File: config.mk
export PLATFORM = sky130hd
export DESIGN_NAME = reg_bank_arbiter
export DESIGN_NICKNAME = d
export VERILOG_FILES = /design/src/rtl/reg_arb_pkg.sv /design/src/rtl/reg_wr_pend_buf.sv /design/src/rtl/reg_bank_arbiter.sv
export SDC_FILE = /design/constraint.sdc
export NUM_CORES = 1
export LEC_CHECK = 0
export BUFFER_PORTS_ARGS = -buffer_cell sky130_fd_sc_hd__buf_2
export CAP_MARGIN = 20
export CORE_UTILIZATION = 23
export CTS_BUF_LIST = sky130_fd_sc_hd__clkbuf_8
export DETAILED_ROUTE_END_ITERATION = 12
export SYNTH_ARGS = -nofsm -noshare
export SYNTH_HDL_FRONTEND = slang
export SYNTH_SLANG_ARGS = --single-unit
File: constraint.sdc
create_clock -name clk -period 3.7 [get_ports clk]
set_input_delay 0.74 -clock clk [delete_from_list [all_inputs] [get_ports clk]]
set_output_delay 0.74 -clock clk [all_outputs]
set_load 0.01 [all_outputs]
File: src/rtl/reg_arb_pkg.sv
// Shared types and defaults for the configuration register bank arbiter.
package reg_arb_pkg;

  // Per-cycle owner of the single bank write/read port.
  typedef enum logic [1:0] {
    GNT_NONE,
    GNT_SPI,
    GNT_CORE
  } gnt_e;

  // Consecutive denied cycles after which the core takes priority over SPI.
  localparam int unsigned DefaultMaxWait = 4;

endpackage

File: src/rtl/reg_wr_pend_buf.sv
// One-deep holding buffer for SPI write strobes. The SPI side cannot be
// stalled, so a strobe that arrives while an undrained entry is held is lost
// and reported on drop.
module reg_wr_pend_buf #(
  parameter int unsigned ADDR_W = 3,
  parameter int unsigned WIDTH  = 8
) (
  input  logic              clk,
  input  logic              rst,
  input  logic              ena,
  input  logic              wvld,
  input  logic [ADDR_W-1:0] addr,
  input  logic [WIDTH-1:0]  wdata,
  input  logic              drain,
  output logic              pend_vld,
  output logic [ADDR_W-1:0] pend_addr,
  output logic [WIDTH-1:0]  pend_data,
  output logic              drop
);

  logic              vld_q, vld_d;
  logic [ADDR_W-1:0] addr_q, addr_d;
  logic [WIDTH-1:0]  data_q, data_d;
  logic              cap;

  // Next-state: capture into a free or simultaneously-drained slot, else drop.
  always_comb begin
    vld_d  = vld_q;
    addr_d = addr_q;
    data_d = data_q;
    cap    = ena & wvld;
    drop   = cap & vld_q & ~drain;
    if (cap && (!vld_q || drain)) begin
      vld_d  = 1'b1;
      addr_d = addr;
      data_d = wdata;
    end else if (drain) begin
      vld_d = 1'b0;
    end
  end

  // Entry storage.
  always_ff @(posedge clk or posedge rst) begin
    if (rst) begin
      vld_q  <= 1'b0;
      addr_q <= '0;
      data_q <= '0;
    end else begin
      vld_q  <= vld_d;
      addr_q <= addr_d;
      data_q <= data_d;
    end
  end

  assign pend_vld  = vld_q;
  assign pend_addr = addr_q;
  assign pend_data = data_q;

endmodule

File: src/rtl/reg_bank_arbiter.sv
// Configuration register bank shared between the SPI register slave (via a
// one-deep pending buffer) and a core req/gnt port, with bounded core
// starvation.
module reg_bank_arbiter
  import reg_arb_pkg::*;
#(
  parameter int unsigned NUM_REGS = 8,
  parameter int unsigned WIDTH    = 8,
  parameter int unsigned ADDR_W   = $clog2(NUM_REGS),
  parameter int unsigned MAX_WAIT = DefaultMaxWait
) (
  input  logic                      clk,
  input  logic                      rst,
  input  logic                      ena,
  input  logic                      spi_wvld,
  input  logic [ADDR_W-1:0]         spi_addr,
  input  logic [WIDTH-1:0]          spi_wdata,
  output logic [WIDTH-1:0]          spi_rdata,
  input  logic                      core_req,
  input  logic                      core_we,
  input  logic [ADDR_W-1:0]         core_addr,
  input  logic [WIDTH-1:0]          core_wdata,
  output logic                      core_gnt,
  output logic [WIDTH-1:0]          core_rdata,
  output logic                      core_rvld,
  input  logic                      drop_clr,
  output logic                      spi_drop,
  output logic                      busy,
  output logic [NUM_REGS*WIDTH-1:0] config_regs
);

  localparam int unsigned CntW = $clog2(MAX_WAIT + 1);

  logic [WIDTH-1:0]  mem_q [NUM_REGS];
  logic              pend_vld;
  logic [ADDR_W-1:0] pend_addr;
  logic [WIDTH-1:0]  pend_data;
  logic              drop_det;
  logic              drain;
  gnt_e              gnt;
  logic [CntW-1:0]   starve_q, starve_d;
  logic [WIDTH-1:0]  core_rdata_q;
  logic              core_rvld_q;
  logic              drop_q;
  logic              pend_in_rng, core_in_rng, spi_in_rng;

  assign pend_in_rng = 32'(pend_addr) < NUM_REGS;
  assign core_in_rng = 32'(core_addr) < NUM_REGS;
  assign spi_in_rng  = 32'(spi_addr) < NUM_REGS;

  reg_wr_pend_buf #(
    .ADDR_W(ADDR_W),
    .WIDTH (WIDTH)
  ) u_pend_buf (
    .clk      (clk),
    .rst      (rst),
    .ena      (ena),
    .wvld     (spi_wvld),
    .addr     (spi_addr),
    .wdata    (spi_wdata),
    .drain    (drain),
    .pend_vld (pend_vld),
    .pend_addr(pend_addr),
    .pend_data(pend_data),
    .drop     (drop_det)
  );

  // Grant selection; rst gates the combinational grant so it drops immediately.
  always_comb begin
    gnt = GNT_NONE;
    if (ena && !rst) begin
      if (pend_vld && core_req) begin
        gnt = (starve_q == CntW'(MAX_WAIT)) ? GNT_CORE : GNT_SPI;
      end else if (pend_vld) begin
        gnt = GNT_SPI;
      end else if (core_req) begin
        gnt = GNT_CORE;
      end
    end
  end

  assign drain    = (gnt == GNT_SPI);
  assign core_gnt = (gnt == GNT_CORE);

  // Starvation count: cycles the core has been held off by SPI; frozen while disabled.
  always_comb begin
    starve_d = starve_q;
    if (ena) begin
      if (!core_req || gnt == GNT_CORE) begin
        starve_d = '0;
      end else begin
        starve_d = starve_q + CntW'(1);
      end
    end
  end

  // Starvation counter register.
  always_ff @(posedge clk or posedge rst) begin
    if (rst) begin
      starve_q <= '0;
    end else begin
      starve_q <= starve_d;
    end
  end

  // Bank write port; out-of-range addresses are consumed without effect.
  always_ff @(posedge clk or posedge rst) begin
    if (rst) begin
      for (int i = 0; i < NUM_REGS; i++) begin
        mem_q[i] <= '0;
      end
    end else begin
      case (gnt)
        GNT_SPI: begin
          if (pend_in_rng) begin
            mem_q[pend_addr] <= pend_data;
          end
        end
        GNT_CORE: begin
          if (core_we && core_in_rng) begin
            mem_q[core_addr] <= core_wdata;
          end
        end
        default: ;
      endcase
    end
  end

  // Core read data and its one-cycle valid pulse.
  always_ff @(posedge clk or posedge rst) begin
    if (rst) begin
      core_rdata_q <= '0;
      core_rvld_q  <= 1'b0;
    end else begin
      core_rvld_q <= (gnt == GNT_CORE) && !core_we;
      if (gnt == GNT_CORE && !core_we) begin
        core_rdata_q <= core_in_rng ? mem_q[core_addr] : '0;
      end
    end
  end

  // Sticky drop flag; a new drop beats a simultaneous clear.
  always_ff @(posedge clk or posedge rst) begin
    if (rst) begin
      drop_q <= 1'b0;
    end else if (drop_det) begin
      drop_q <= 1'b1;
    end else if (drop_clr) begin
      drop_q <= 1'b0;
    end
  end

  // SPI read-back sees a pending write to the same address before it lands.
  always_comb begin
    spi_rdata = '0;
    if (spi_in_rng) begin
      if (pend_vld && pend_addr == spi_addr) begin
        spi_rdata = pend_data;
      end else begin
        spi_rdata = mem_q[spi_addr];
      end
    end
  end

  for (genvar i = 0; i < NUM_REGS; i++) begin : g_cfg
    assign config_regs[i*WIDTH +: WIDTH] = mem_q[i];
  end

  assign core_rdata = core_rdata_q;
  assign core_rvld  = core_rvld_q;
  assign spi_drop   = drop_q;
  assign busy       = pend_vld;

endmodule

-- Word level (Yosys, flattened, before mapping)
Cells that the tools add are included.
- register bits: 89
- bits of input ports: 29
- output and inout bits: 84
- word-level logic and storage cells: 75
- $add $sub $neg: 1
- $lt $le $gt $ge: 5
- equal/unequal tests: 5
- muxes and demuxes: 25
- bitwise logic cells: 7
- reductions and logical operators: 17
- operators with widths (cell ; number):
    bitwise mux 64 bit ; 2
    case mux 64 bit (2 select lines) ; 1
    two-way mux 64 bit ; 1
    two-way mux 8 bit ; 7
    binary-select mux 8 bit (select 3 bit) ; 2
    demux 8 bit (select 3 bit) ; 2
    >= comparator 4 bit, second input constant ; 3
    inverter 3 -> 4 bit ; 3
    two-way mux 2 bit ; 5
    less-than comparator 4 x 1 -> 1 bit, second input constant ; 2
    logical AND 1 bit ; 7
    nonzero test 2 bit ; 3
    zero test 1 bit ; 4
    two-way mux 1 bit ; 4
    adder 3 x 1 -> 3 bit, second input constant ; 1
    AND 1 bit ; 3
    == test 3 bit ; 1
    == test 3 bit, second input constant ; 1
    two-way mux 3 bit ; 1
    == test 2 x 1 -> 1 bit, second input constant ; 1
    == test 2 bit, second input constant ; 1
    logical OR 1 bit ; 2
    inequality test 2 bit, second input constant ; 1
    AND reduction 2 bit ; 1
    inverter 1 bit ; 1

-- Longest topological paths before layout
Gate-level depths: netlist of the first run.
- depth in word-level cells: 8
- depth in mapped cells: 9
- gate-level depth less buffers: 7

-- Hierarchy
Synthesis of the first run repeated with hierarchy kept, for this count alone.
- cell total of the unflattened synthesis: 521
- area, all modules: 5789.3 um2
- by module, submodules not included (module ; times used ; cells each ; area an instance (um2) ; seq. area each (um2)):
    reg_bank_arbiter ; 1 ; 491 ; 5262.5 ; 1926.8
    reg_wr_pend_buf ; 1 ; 30 ; 526.8 ; 300.3

-- Worst setup path after synthesis of the first run
OpenSTA, ideal clock, no wires.
- kind: input to output
- from: in spi_addr[0]
- to: out spi_rdata[3]
- data arrival time: 2.014 ns
- data required time: 2.960 ns
- setup slack: 0.946 ns
- stages: 5
- buffers on the path: 2
- cells stage by stage: buf_2 -> buf_2 -> mux4_2 -> mux2i_1 -> a21oi_1
- cells in the longest elaborated chain, start to end: 5
- ends and longest elaborated chain (item ; RTL line ; source):
    start, declared ; reg_bank_arbiter.sv:16 ; input logic [ADDR_W-1:0] spi_addr,
    inverter 3 -> 4 bit (not written as such) ; reg_bank_arbiter.sv:160 ; spi_rdata = mem_q[spi_addr];
    binary-select mux 8 bit (select 3 bit) ; reg_bank_arbiter.sv:160 ;
    two-way mux 8 bit (not written as such) (2 in a row) ; reg_bank_arbiter.sv:160 ;
    two-way mux 8 bit * ; reg_bank_arbiter.sv:157 ; if (pend_vld && pend_addr == spi_addr) begin
    end, declared ; reg_bank_arbiter.sv:18 ; output logic [WIDTH-1:0] spi_rdata,
Every way passes the cells marked *; elsewhere a longest branch is shown, timed or not. The select of a mux whose other input is x is not followed.

-- Worst setup path in the final report of the first run
- from: in spi_addr[0]
- to: out spi_rdata[6]
The elaborated chain is that of the path after synthesis.

==> results of run 1 <==
[per-stage QoR]
step	std cells	setup WS [ns]
final	930	0.704
after global routing	930	0.614
after CTS	930	0.687
after detailed placement	915	0.678
after global placement	915	0.719
after floorplan	521	0.653
[where the power goes]
part,internal [mW],switching [mW],total [mW]
combinational,0.886,0.970,1.86
sequential,1.35,0.599,1.95
clock,0.341,0.372,0.713
total,2.57,1.94,4.51
[registers in the layout, indices dropped and copies added (netlist names)]
name,cells
config_regs,64
core_rdata,8
u_pend_buf.pend_data,8
starve_q,3
u_pend_buf.pend_addr,3
core_rvld,1
spi_drop,1
u_pend_buf.pend_vld,1
[Yosys cell counts (all sizes together) (3+ instances only)]
library cell	n	area [sq um]
a21oi	14	70.1
nand3b	4	33.8
o22ai	3	18.8
clkbuf	30	113
xnor2	3	26.3
mux2i	15	150
nand2	16	67.6
and3	4	25.0
inv	9	36.3
mux2	34	383
o21ai	8	51.3
and4	48	420
nand3	7	35.0
nor2	18	75.1
o211ai	4	30.0
buf	32	171
o2bb2ai	48	420
mux4	18	405
a31oi	54	338
dfrtp	89	2230
a32oi	9	173
and3b	6	52.6
a32o	16	160
nor3b	7	82.6
[how the worst max path moves through the flow]
stage | start | endpoint | slack [ns] | cells past startpoint
finish | spi_addr[0] | spi_rdata[6] | 0.70 | 6
detailed placement | spi_addr[0] | spi_rdata[7] | 0.68 | 6
CTS | spi_addr[0] | spi_rdata[7] | 0.69 | 6
floorplan | rst | config_regs[0] | 0.65 | 1
global placement | spi_addr[0] | spi_rdata[7] | 0.72 | 6
global route | spi_addr[0] | spi_rdata[6] | 0.61 | 6
[final cells by class]
class	instances	area, sq um
clock inverter	4	45.0
sequential	89	2230
inverter	9	37.5
clock buffer	11	151
tap	324	405
fill	2562	17600
multi-input combinational	361	3240
timing repair buffer	132	723
[cells by family after synthesis]
family                     after synthesis  synth area share [%]
AOI/OAI and AO/OA                      172                  24.2
and+or+nand+nor                        117                  14.5
DFF                                     89                  38.6
buffers and inverters                   71                  5.55
muxes                                   67                  16.2
xor gates and xnor gates                 3                 0.455
adders and majority gates                2                 0.433
[worst max-delay path, delay by kind of cell]
family	cells	cell delay, ns
buffers and inverters	3	0.75
AO/OA/AOI/OAI	1	0.11
multiplexers	2	0.65
[routing by layer]
layer	track usage (%)	share of wire, %	wire, microns
met5	0	0	0
met4	3.72	1.5	328
met3	4.21	9.0	2010
met2	26.5	46	10100
met1	24.5	44	9760
==> qor.csv, run 1 <==
metric;value;unit
Residual DRC;0;
largest net degree at the start of global routing;73;
Main synth FF type;dfrtp_1;
Final HPWL DP;15.4;mm
Syn Inst Count;521;
Final Hold Fails;0;
Synth Warn #;0;
share of layout cells above drive strength 1;35.3;%
drt pass-1 iters;6;
DP Area;6630;sq um
Worst Setup Path Type;input pin to output pin;
Max Clock Skew;0.0161;ns
reg2reg end;config_regs[56];
global route overflow;0;
Layout Nets;633;
Slew headroom;43.0;%
Clock Sinks;89;
Peak VDD IR;0.000211;V
overall power;4.51;mW
Buffers on Ports;112;
fin util;27.9;%
post-route cell area;6830;sq um
nature of the critical path endpoint;output pin;
Worst-Skew Late Latency;0.39;ns
number of cells on the worst reg-to-reg path;6;
Post-DRT Antenna Nets;0;
maxcap violations;0;
post-layout minimum cycle time;3.00;ns
syn_area_per_cell;11.1;sq um
Vias;5302;
Post-Syn Area;5780;sq um
WP data arrival;2.26;ns
Crit path largest cell delay;0.51;ns
die area;25700;sq um
period utilisation layout;81.0;%
R2R setup slack;1.37;ns
clock transition at the registers of the reported paths;0.09;ns
Vert. Die Dim;160;microns
I/O pins;113;
Rows;57;
total CTS buffers;9;
status;complete, no violations;
Post-CTS Setup Inserts;0;
TritonCTS clock tree;built;
CP max FO;12;
vias in the first global route;5030;
worst endpoint required time;2.96;ns
Worst-Margin Slew;0.850;ns
Post-synth EDFFs;0;
FF-to-FF Start;starve_q[0];
ANT cells;0;
highest-count cells in the layout ignoring fill and taps;112 x buf_2, 89 x dfrtp_1, 54 x a31oi_1, 48 x and4_1, 48 x o2bb2ai_1;
pwr/cell area;661;nW/um^2
DR iter-0 viols;736;
CP max-delay cell;mux4_2;
core area;24500;sq um
Area growth, synth to finish;18.2;%
Avg WL per Cell;23.9;microns
most frequent CP cell;buf_2;
worst hold slack;0.320;ns
syn_nets;552;
htree depth;3;
cell breakdown of the critical path;buf_2, buf_4, mux4_2, mux2i_1, a21oi_1, buf_2;
TNS Setup;0;ns
register area share after synthesis;38.6;%
initial cell density of the core;23.6;%
PostCTS Resize Cnt;0;
Yosys reg bits;89;
GRT Util Overall;17.3;%
leakage;2.91;nW
drt total wl;22.2;mm
hold_buf cts;0;
RSZ-0062 raised after global routing;no;
vias per cell;5.70;
Yosys cell types;55;
max-slew violations;0;
hold crit path type;input pin to async pin;
first-pass GRT wire length;33.6;mm
Die Wd;160;microns
GPL Wtd Cong;0.828;
CTS Root Cell;clkbuf_8;
initial antenna violation count;0;
CTS max path bufs;2;
Post-synth ARST share;100;%
# setup viols final;0;
CP startpoint kind;input pin;
fmax;0.334;GHz
commonest non-fill, non-tap cell in the layout;buf_2;
Note: power is estimated with default switching activity, not from simulation.
==> inputs of run 2 (changes only) <==
clock period = 2.8 ns   (was 3.7 ns; I/O delays follow)
==> run 2 against run 1 <==
  * Count of clock-buffer cells in the layout is 2 lower
  * Clock skew down 0.0032 ns
  * Worst hold slack worse by 0.039 ns
  * Die area did not move
  * Core utilization rose by 0.52 points
  * First-iteration DRC count down 33%
  * Cell count is 1.7% higher
  * Total power grew 33%
  * Sequential power rose by 32%
==> qor.csv, run 2 (synthesized netlist as in run 1, its figures left out) <==
metric;value;unit
DR iter-0 viols;493;
Switching Share;43.2;%
Buffers on Ports;112;
Clock Sinks;89;
total CTS buffers;9;
logic gate share of total power;41.7;%
status;complete, no violations;
Worst-Skew Late Latency;0.39;ns
CTS Root Cell;clkbuf_8;
max-slew violations;0;
# setup viols final;0;
PostCTS Resize Cnt;0;
first-pass GRT wire length;33.3;mm
Worst-Margin Slew;0.707;ns
Layout Nets;648;
commonest non-fill, non-tap cell in the layout;buf_2;
overall power;6.00;mW
Power Internal;3.41;mW
GPL Wtd Cong;0.827;
vias in the first global route;5097;
Area growth, synth to finish;20.4;%
Final Hold Fails;0;
R2R setup slack;0.57;ns
RSZ-0062 raised after global routing;no;
hold crit path type;input pin to async pin;
CP startpoint kind;input pin;
Reg power frac;42.8;%
CTS max path bufs;2;
htree depth;3;
maxcap violations;0;
Post-CTS Setup Inserts;0;
Largest register FFs;64;
clock transition at the registers of the reported paths;0.09;ns
Peak VDD IR;0.000308;V
Final HPWL DP;15.6;mm
Vias;5292;
highest-count cells in the layout ignoring fill and taps;112 x buf_2, 89 x dfrtp_1, 54 x a31oi_1, 48 x and4_1, 48 x o2bb2ai_1;
hold_buf cts;0;
die area;25700;sq um
drt total wl;21.9;mm
reg2reg end;config_regs[20];
I/O pins;113;
Post-DRT Antenna Nets;0;
initial antenna violation count;0;
FF-to-FF Start;starve_q[0];
TNS Setup;0;ns
leakage;2.98;nW
largest net degree at the start of global routing;52;
drt pass-1 iters;5;
number of cells on the worst reg-to-reg path;7;
CP max FO;12;
ANT cells;0;
WP data arrival;2.01;ns
pwr/cell area;862;nW/um^2
Sw Pwr;2.59;mW
Residual DRC;0;
nature of the critical path endpoint;output pin;
period utilisation layout;91.7;%
share of layout cells above drive strength 1;37.3;%
Worst Setup Path Type;input pin to output pin;
fin util;28.4;%
initial cell density of the core;23.6;%
vias per cell;5.59;
Slew headroom;52.8;%
Max Clock Skew;0.0129;ns
Vert. Die Dim;160;microns
GRT Util Overall;17.1;%
FILL cells;2577;
global route overflow;0;
Rows;57;
fmax;0.390;GHz
TritonCTS clock tree;built;
post-layout minimum cycle time;2.57;ns
worst endpoint required time;2.24;ns
Die Wd;160;microns
CP endpoint;spi_rdata[4];
core area;24500;sq um
Clk pwr share;15.5;%
Avg WL per Cell;23.2;microns
worst setup path start;spi_addr[0];
==> run 2: changes by cell type in the layout (fill, tap and decap cells not counted), sizes merged <==
cell,delta
buf,+15
clkinvlp,+3
clkbuf,-2
clkinv,+2
inv,-2
==> run 2: worst min path at each step <==
stage / slack [ns] / depth (start not counted) / startpoint / endpoint
2_1_floorplan: 0.50 / 1 / u_pend_buf.pend_data[0] / u_pend_buf.pend_data[0]
3_3_place_gp: 0.49 / 1 / core_rdata[3] / core_rdata[3]
3_5_place_dp: 0.50 / 1 / core_rdata[3] / core_rdata[3]
4_1_cts: 0.29 / 2 / rst / config_regs[8]
5_1_grt: 0.32 / 2 / rst / config_regs[29]
6_report: 0.28 / 2 / rst / starve_q[2]
==> run 2: critical path, stage by stage <==
cell and delay, ns:
buf_2 0.35, buf_4 0.24, mux4_2 0.50, mux2i_1 0.14
a21oi_1 0.08, buf_2 0.14
==> run 2: final cells by class <==
class | count | area (sq um) | area share (%)
multi-input cells | 361 | 3240 | 46.6
repair buffers | 147 | 848 | 12.2
clock buffers | 9 | 124 | 1.78
inverters | 9 | 40.0 | 0.576
clock inverters | 7 | 71.3 | 1.03
well taps | 324 | 405 | 5.83
flip-flops and latches | 89 | 2230 | 32.0
==> run 2: power groups by stage <==
stage | Sequential, mW | Combinational, mW | Clock [mW]
after CTS | 2.55 | 2.52 | 0.951
after detailed placement | 2.57 | 2.51 | 0
after global placement | 2.58 | 2.48 | 0
final | 2.57 | 2.50 | 0.928
after floorplan | 2.36 | 1.45 | 0
after global routing | 2.63 | 2.69 | 0.998
==> run 2: per-layer routing <==
| metal | global-route usage, % | vias to the layer above | wire [microns] |
|---|---|---|---|
| met5 | 0 | - | 0 |
| met4 | 3.94 | 0 | 299 |
| met3 | 5.27 | 30 | 2010 |
| met2 | 26.0 | 251 | 9990 |
| met1 | 23.7 | 2710 | 9620 |
| li1 | - | 2301 | - |
==> run 2: metrics by stage <==
step / setup WS, ns / instances / hold slack, ns / cell area (sq um)
final: 0.234 / 946 / 0.281 / 6960
after global routing: 0.109 / 946 / 0.324 / 6960
after CTS: 0.224 / 946 / 0.294 / 6960
after detailed placement: 0.226 / 930 / 0.497 / 6760
after global placement: 0.217 / 930 / 0.493 / 6760
after floorplan: 0.406 / 521 / 0.498 / 5780
